### config.mk
export PLATFORM = sky130hd
export DESIGN_NAME = core_op_driver
export DESIGN_NICKNAME = d
export VERILOG_FILES = /design/src/rtl/core_op_driver.sv
export SDC_FILE = /design/constraint.sdc
export NUM_CORES = 1
export LEC_CHECK = 0
export ABC_CLOCK_PERIOD_IN_PS = 2750
export BUFFER_PORTS_ARGS = -buffer_cell sky130_fd_sc_hd__buf_2
export CAP_MARGIN = 5
export CELL_PAD_IN_SITES_DETAIL_PLACEMENT = 1
export CELL_PAD_IN_SITES_GLOBAL_PLACEMENT = 1
export CORE_UTILIZATION = 37
export CTS_CLUSTER_SIZE = 28
export DETAILED_ROUTE_END_ITERATION = 10
export GPL_ROUTABILITY_DRIVEN = 0
export GPL_TIMING_DRIVEN = 0
export PLACE_DENSITY = 0.9
export SYNTH_ARGS = -nofsm -noshare
export SYNTH_HDL_FRONTEND = slang
export SYNTH_SLANG_ARGS = --single-unit
### constraint.sdc
create_clock -name i_clk -period 2.75 [get_ports i_clk]
set_clock_uncertainty 0.1 [all_clocks]
set_input_delay 0.275 -clock i_clk [delete_from_list [all_inputs] [get_ports i_clk]]
set_output_delay 0.275 -clock i_clk [all_outputs]
set_load 0.005 [all_outputs]
### src/rtl/core_op_driver.sv
// Drives a crypto core through LOAD / START / WAIT / READ cycles,
// bridging a host input stream to a result stream.
module core_op_driver #(
   parameter int N_IN    = 4,
   parameter int N_OUT   = 4,
   parameter int TIMEOUT = 1024
) (
   input  logic        i_clk,
   input  logic        i_rst,
   input  logic        i_start,
   input  logic [27:0] i_mode,
   input  logic        i_abort,
   input  logic [63:0] i_s_data,
   input  logic        i_s_valid,
   output logic        o_s_ready,
   output logic [63:0] o_m_data,
   output logic        o_m_valid,
   output logic        o_m_last,
   input  logic        i_m_ready,
   output logic        o_busy,
   output logic        o_done,
   output logic        o_error,
   output logic [63:0] o_core_data_in,
   output logic [63:0] o_core_add,
   output logic [31:0] o_core_control,
   input  logic [63:0] i_core_data_out,
   input  logic        i_core_end_op
);

   localparam int CW = $clog2(TIMEOUT + 1);
   localparam logic [3:0] OP_IDLE  = 4'd0;
   localparam logic [3:0] OP_LOAD  = 4'd1;
   localparam logic [3:0] OP_START = 4'd2;
   localparam logic [3:0] OP_READ  = 4'd3;
   localparam logic [7:0] IN_LAST  = 8'(N_IN - 1);
   localparam logic [7:0] OUT_LAST = 8'(N_OUT - 1);
   localparam logic [CW-1:0] TO_MAX = CW'(TIMEOUT);

   typedef enum logic [2:0] {
      S_IDLE, S_LOAD, S_START, S_WAIT,
      S_RD_REQ, S_RD_CAP, S_RD_OUT, S_DONE
   } state_t;

   state_t          r_state;
   logic [7:0]      r_k;
   logic [CW-1:0]   r_cnt;
   logic [27:0]     r_mode;
   logic            w_s_hs;
   logic            w_m_hs;
   logic [CW-1:0]   w_cnt_nx;

   assign w_s_hs   = i_s_valid & o_s_ready;
   assign w_m_hs   = o_m_valid & i_m_ready;
   assign w_cnt_nx = r_cnt + CW'(1);

   // Every output is set on the edge leaving the state that owns it.
   always_ff @(posedge i_clk or negedge i_rst) begin
      if (!i_rst) begin
         r_state        <= S_IDLE;
         r_k            <= '0;
         r_cnt          <= '0;
         r_mode         <= '0;
         o_s_ready      <= 1'b0;
         o_m_data       <= '0;
         o_m_valid      <= 1'b0;
         o_m_last       <= 1'b0;
         o_busy         <= 1'b0;
         o_done         <= 1'b0;
         o_error        <= 1'b0;
         o_core_data_in <= '0;
         o_core_add     <= '0;
         o_core_control <= '0;
      end else begin
         o_core_control <= {r_mode, OP_IDLE};
         o_done         <= 1'b0;
         if (i_abort) begin
            r_state   <= S_IDLE;
            o_s_ready <= 1'b0;
            o_m_valid <= 1'b0;
            o_m_last  <= 1'b0;
            o_busy    <= 1'b0;
         end else begin
            unique case (r_state)
               S_IDLE: begin
                  if (i_start) begin
                     r_mode         <= i_mode;
                     o_core_control <= {i_mode, OP_IDLE};
                     o_error        <= 1'b0;
                     r_k            <= '0;
                     o_s_ready      <= 1'b1;
                     o_busy         <= 1'b1;
                     r_state        <= S_LOAD;
                  end
               end
               S_LOAD: begin
                  if (w_s_hs) begin
                     o_core_control <= {r_mode, OP_LOAD};
                     o_core_add     <= {56'd0, r_k};
                     o_core_data_in <= i_s_data;
                     if (r_k == IN_LAST) begin
                        o_s_ready <= 1'b0;
                        r_k       <= '0;
                        r_state   <= S_START;
                     end else begin
                        r_k <= r_k + 8'd1;
                     end
                  end
               end
               S_START: begin
                  o_core_control <= {r_mode, OP_START};
                  o_core_add     <= '0;
                  r_cnt          <= '0;
                  r_state        <= S_WAIT;
               end
               S_WAIT: begin
                  // end_op wins over a timeout landing in the same cycle
                  if (i_core_end_op) begin
                     r_state <= S_RD_REQ;
                  end else begin
                     r_cnt <= w_cnt_nx;
                     if (w_cnt_nx == TO_MAX) begin
                        o_error <= 1'b1;
                        o_done  <= 1'b1;
                        r_state <= S_DONE;
                     end
                  end
               end
               S_RD_REQ: begin
                  o_core_control <= {r_mode, OP_READ};
                  o_core_add     <= {56'd0, r_k};
                  r_state        <= S_RD_CAP;
               end
               S_RD_CAP: begin
                  o_m_data  <= i_core_data_out;
                  o_m_valid <= 1'b1;
                  o_m_last  <= (r_k == OUT_LAST);
                  r_state   <= S_RD_OUT;
               end
               S_RD_OUT: begin
                  if (w_m_hs) begin
                     o_m_valid <= 1'b0;
                     o_m_last  <= 1'b0;
                     if (r_k == OUT_LAST) begin
                        r_k     <= '0;
                        o_done  <= 1'b1;
                        r_state <= S_DONE;
                     end else begin
                        r_k     <= r_k + 8'd1;
                        r_state <= S_RD_REQ;
                     end
                  end
               end
               S_DONE: begin
                  o_busy  <= 1'b0;
                  r_state <= S_IDLE;
               end
               default: r_state <= S_IDLE;
            endcase
         end
      end
   end

endmodule

* After elaboration in Yosys (flattened, before gate mapping)
Index checks and enable logic that the tools add are counted.
** Operators by class
- Add/subtract/negate cells :: 2
- Equality and inequality tests :: 19
- Muxes and demuxes :: 44
- Bitwise logic cells :: 3
- Reduce and logical (&&, ||, !) cells :: 19
** Operators by type and width (count)
- one-hot mux 64 bit (3 select lines) :: 1
- one-hot mux 32 bit (4 select lines) :: 1
- 2-to-1 mux 32 bit :: 2
- 2-to-1 mux 64 bit :: 1
- 2-to-1 mux 8 bit :: 4
- one-hot mux 3 bit (8 select lines) :: 1
- one-hot mux 8 bit (3 select lines) :: 1
- one-hot mux 11 bit (2 select lines) :: 1
- 2-to-1 mux 3 bit :: 7
- 2-to-1 mux 1 bit :: 17
- AND reduction 5 bit :: 3
- nonzero test 3 bit :: 5
- == test 3 bit (second input constant) :: 4
- != test 3 bit (second input constant) :: 4
- one-hot mux 1 bit (2 select lines) :: 6
- AND reduction 3 bit :: 4
- adder 11 x 1 -> 11 bit (second input constant) :: 1
- == test 11 bit (second input constant) :: 1
- 2-to-1 mux 11 bit :: 1
- != test 2 bit (second input constant) :: 5
- adder 8 x 1 -> 8 bit (second input constant) :: 1
- == test 8 x 2 -> 1 bit (second input constant) :: 1
- == test 3 x 2 -> 1 bit (second input constant) :: 2
- AND reduction 2 bit :: 3
- 8 further kinds :: 10
** Word-level totals
- Flip-flop bits (word level) :: 280
- Input port bits :: 163
- Output and inout bits :: 230

* Depth between registers and ports, before layout
- Word-level depth :: 6
- Gate-level depth with buffers :: 8

* Least setup slack after synthesis
Ideal clock, no wire load.
- Path type :: reg-to-reg
- Start :: register r_cnt[0]
- End :: register r_state[0]
- Library setup time :: 0.079 ns
- Arrival :: 1.888 ns
- Required time :: 2.571 ns
- Path slack :: 0.682 ns
- Cell stages (with the launch flop) :: 8
- Path buffers :: 0
- Period minus slack after synthesis :: 2.068 ns
- Cells stage by stage :: dfrtp_1 ha_1 and4_1 a211o_1 a211oi_2 o211ai_1 a21oi_2 mux2i_1
** Between the ends
- Word-level cells in the longest chain between the ends :: 4
** RTL lines
- from (decl) :: RTL line 46 : logic [CW-1:0] r_cnt;
- from (signal assigned) :: RTL line 120 : r_cnt <= w_cnt_nx;
- adder 11 x 1 -> 11 bit :: RTL line 54 : assign w_cnt_nx = r_cnt + CW'(1);
- == test 11 bit :: RTL line 121 : if (w_cnt_nx == TO_MAX) begin
- != test 4 bit (no source line)
- AND reduction 5 bit (no source line)
- to (signal assigned) :: RTL line 59 : r_state <= S_IDLE;
- to (signal assigned) :: RTL line 118 : r_state <= S_RD_REQ;
- to (signal assigned) :: RTL line 124 : r_state <= S_DONE;
- to (decl) :: RTL line 44 : state_t r_state;
Every way passes these cells.
A chain may end at the register's enable or synchronous reset.

* Final worst setup path
- Start :: register r_state[2]
- End :: register o_error
** Between the ends
- Word-level cells in the longest chain between the ends :: 3
- Elaborated cells on any way between the ends :: 8
- Those cells by class :: eq/ne: 4; mux: 1; reduce/logical: 3
** RTL lines
- from (signal assigned) :: RTL line 59
- from (signal assigned) :: RTL line 77 : r_state <= S_IDLE;
- from (signal assigned) :: RTL line 92 : r_state <= S_LOAD;
- == test 3 x 2 -> 1 bit / zero test 3 bit (equally long branches) :: RTL line 83 : unique case (r_state)
- != test 2 bit (no source line) / nonzero test 2 bit (equally long branches)
- AND reduction 5 bit (no source line)
- to (signal assigned) :: RTL line 69 : o_error <= 1'b0;
- to (signal assigned) :: RTL line 88 : o_error <= 1'b0;
- to (signal assigned) :: RTL line 122 : o_error <= 1'b1;
- to (decl) :: RTL line 22 : output logic o_error,
Parallel ways exist; a longest one is shown, timed or not.

==> metrics.md <==
| Metric | Value |
|---|---|
| Pwr/cell area | 976 mW/mm² |
| Initial Util | 38.1% |
| Hold Startpoint | i_m_ready |
| Critical R2R Capture | o_error |
| RSZ-0062 raised after global routing | no |
| Final setup margin | 267 ps |
| Fill cell count | 2605 |
| First-pass GRT wire length | 56900 µm |
| Maximum fanout along the worst path | 10 |
| Seq/Total Area, Yosys | 59.2% |
| Layout cells sized above 1 | 50.3% |
| Syn Inst Count | 698 |
| Initial antenna violation count | 8 |
| Number of synthesized register bits | 222 |
| Worst Reg-to-Reg Cells | 5 |
| Layout Cells excl Fill | 1624 |
| Yosys top cell area share | 59.2% |
| Routed via count | 7964 |
| Period minus WS final | 2480 ps |
| Maximum vdd drop | 0.501 mV |
| Syn. warnings | 0 |
| Core Util, Final | 57.3% |
| Max_slew headroom | 40.9% |
| Crit start category | flop |
| DIE HEIGHT | 161 µm |
| Crit share post-route | 90.3% |
| Mean Syn Cell Area | 13.4 µm² |
| Slew Limit Fails | 0 |
| Post-synth top area cell | dfrtp_1 |
| Core ar. | 0.0246 mm² |
| Final wirelength | 38700 µm |
| Final hold vios | 0 |
| R2R setup slack | 270 ps |
| Max clock buf depth | 3 |
| Post-CTS setup buffers | 0 |
| Min-Delay Path Depth | 3 |
| Hold Path Sink | o_done |
| Cell Area, Synth | 0.00938 mm² |
| DRT iter0 DRCs | 430 |
| IO Pins | 393 |
| Leak | 7.21 nW |
| Worst reg2reg startpoint | r_state[2] |
| Num CTS Buffers | 25 |
| Setup crit end kind | flop |
| Status | completed |
| Clock transition at path regs | 60 ps |
| Gate power share | 33.8% |
| Vias per inst | 4.90 |
| WP data required | 3060 ps |
| Placed cell count | 1414 |
| Hold Path Class | primary input to flop |
| Wire per inst | 23.8 µm |
| Worst Path Arrival | 2800 ps |
| H-tree depth | 1 |
| Setup Viol. Count Final | 0 |
| Place WS | 361 ps |
| Buffers on Ports | 334 |
| Number of global-route vias before repair | 8999 |
| Setup CP Type | flop to flop |
| Final #Nets | 1440 |
| Sequential share of power | 41.6% |
| Sink Count | 222 |
| Asr flop ratio synth | 100% |
| Die Area | 0.0260 mm² |
| Grt ovf | 0 |
| CTS-repair resized insts | 0 |
| Final HPWL DP | 22200 µm |
| Synth top cells by count | dfrtp_1 (222), mux2_2 (184), buf_4 (64), o21ai_0 (43), nand2_1 (32) |
| Net Switching | 4.68 mW |
| TritonCTS clock tree | yes |
| Post-synth EDFFs | 0 |
| Rows | 57 |
| Power Total | 13.8 mW |
| Maxcap violations | 0 |
| Worst skew pair latency | 510 ps |
| GRT Overall Usage | 28.9% |
| Root Driver | clkbuf_16 |
| Top cells by area, synth | dfrtp_1 (59%), mux2_2 (22%), buf_4 (5.1%) |
| Post-DRT Antenna Nets | 0 |
| Slew @ Worst Pin | 886 ps |
| Switch share | 34.0% |
| Most common cell in the synthesized netlist | dfrtp_1 |
| Power Internal | 9.09 mW |
| Fmax | 0.403 GHz |
| Die W | 161 µm |
| Synthesis-to-finish area growth | 50.3% |
| Router iterations before antenna repair | 4 |
| Remaining DRCs | 0 |
| Post-Route Setup TNS | 0 ps |
| Pin count of the biggest net entering global routing | 115 |
| Ys flop type | dfrtp_1 |
| Clk pwr share | 24.6% |
| Netlist cell types | 51 |
==> repair_timing <==
| item | in CTS | in global routing |
|---|---|---|
| hold buffers | 157 | 0 |
| setup endpoints to repair | 0 | 0 |
| endpoints found under the hold margin | 292 | 0 |
==> critical path, stage by stage, from the launching register on <==
cell       delay (ps)
dfrtp_1           410
buf_2             200
nand2b_1          240
nor3_2            680
o2111ai_1         430
a21boi_0          330
==> final cells by class <==
| class | instances | area, µm² | area share, % |
|---|---|---|---|
| plain buffers | 94 | 658 | 4.67 |
| well taps | 324 | 405 | 2.87 |
| multi-input cells | 435 | 3370 | 23.9 |
| clock inverters | 8 | 123 | 0.869 |
| clock buffers | 36 | 677 | 4.80 |
| diodes | 9 | 22.5 | 0.160 |
| repair buffers | 492 | 3280 | 23.3 |
| inverters | 4 | 15.0 | 0.106 |
| flip-flops and latches | 222 | 5560 | 39.4 |
==> kinds of logic (layout without fill, tap and decap cells) <==
kind of cell,after synthesis,in the layout,synth area share [%]
buffers and inverters,98,634,7.17
and+or+nand+nor,104,104,5.56
DFF,222,222,59.2
muxes,185,185,22.2
AOI/OAI and AO/OA,81,81,5.05
xor gates and xnor gates,4,4,0.373
adders and majority gates,3,3,0.400
other,1,67,0.0400
==> placed cells by master (no fill, tap or decap), types with 22 or more instances in the layout <==
cell and n:
buf_2 350, buf_4 64, clkbuf_16 25, conb_1 58, dfrtp_1 222, dlygate4sd3_1 157, mux2_2 184, nand2_1 32
nor2_1 22, o21ai_0 43
==> metal layers <==
layer  global-route usage [%]  routed length (µm)  vias to the layer above
li1                         -                   -                     3476
met1                     32.0               14200                     4030
met2                     52.5               20000                      355
met3                     6.70                2430                      103
met4                     12.9                2040                        0
met5                        0                   0                        -
==> state kept, by name (all words and copies together), names as in the netlist <==
| name | count |
|---|---|
| r_state | 3 |
| o_m_data | 64 |
| o_m_valid | 1 |
| o_core_control | 30 |
| o_core_add | 8 |
| r_mode | 28 |
| o_error | 1 |
| o_done | 1 |
| r_k | 8 |
| o_s_ready | 1 |
| o_busy | 1 |
| o_core_data_in | 64 |
| r_cnt | 11 |
| o_m_last | 1 |
==> worst max path at each step <==
stage / startpoint / endpoint / slack (ps)
2_1_floorplan: r_cnt[0] / r_state[0] / 680
3_3_place_gp: i_rst / o_m_data[10] / -2500
3_5_place_dp: r_state[2] / o_error / 360
4_1_cts: r_state[2] / o_error / 340
5_1_grt: r_state[2] / o_error / 180
6_report: r_state[2] / o_error / 270
==> per-stage QoR <==
step                hold slack, ps  area, µm²
floorplan                     -121       9600
global placement               364      11700
detailed placement             273      11700
CTS                           3.80      14100
global route                  22.6      14100
finish                        31.2      14100
==> power groups by stage <==
stage | registers (mW) | logic, mW | clock network (mW)
CTS | 5.52 | 4.38 | 3.40
finish | 5.73 | 4.65 | 3.39
floorplan | 5.52 | 1.89 | 0
global route | 5.83 | 4.94 | 3.56
detailed placement | 5.53 | 4.14 | 0
global placement | 5.41 | 3.92 | 0
(Power assumes the default switching activity.)
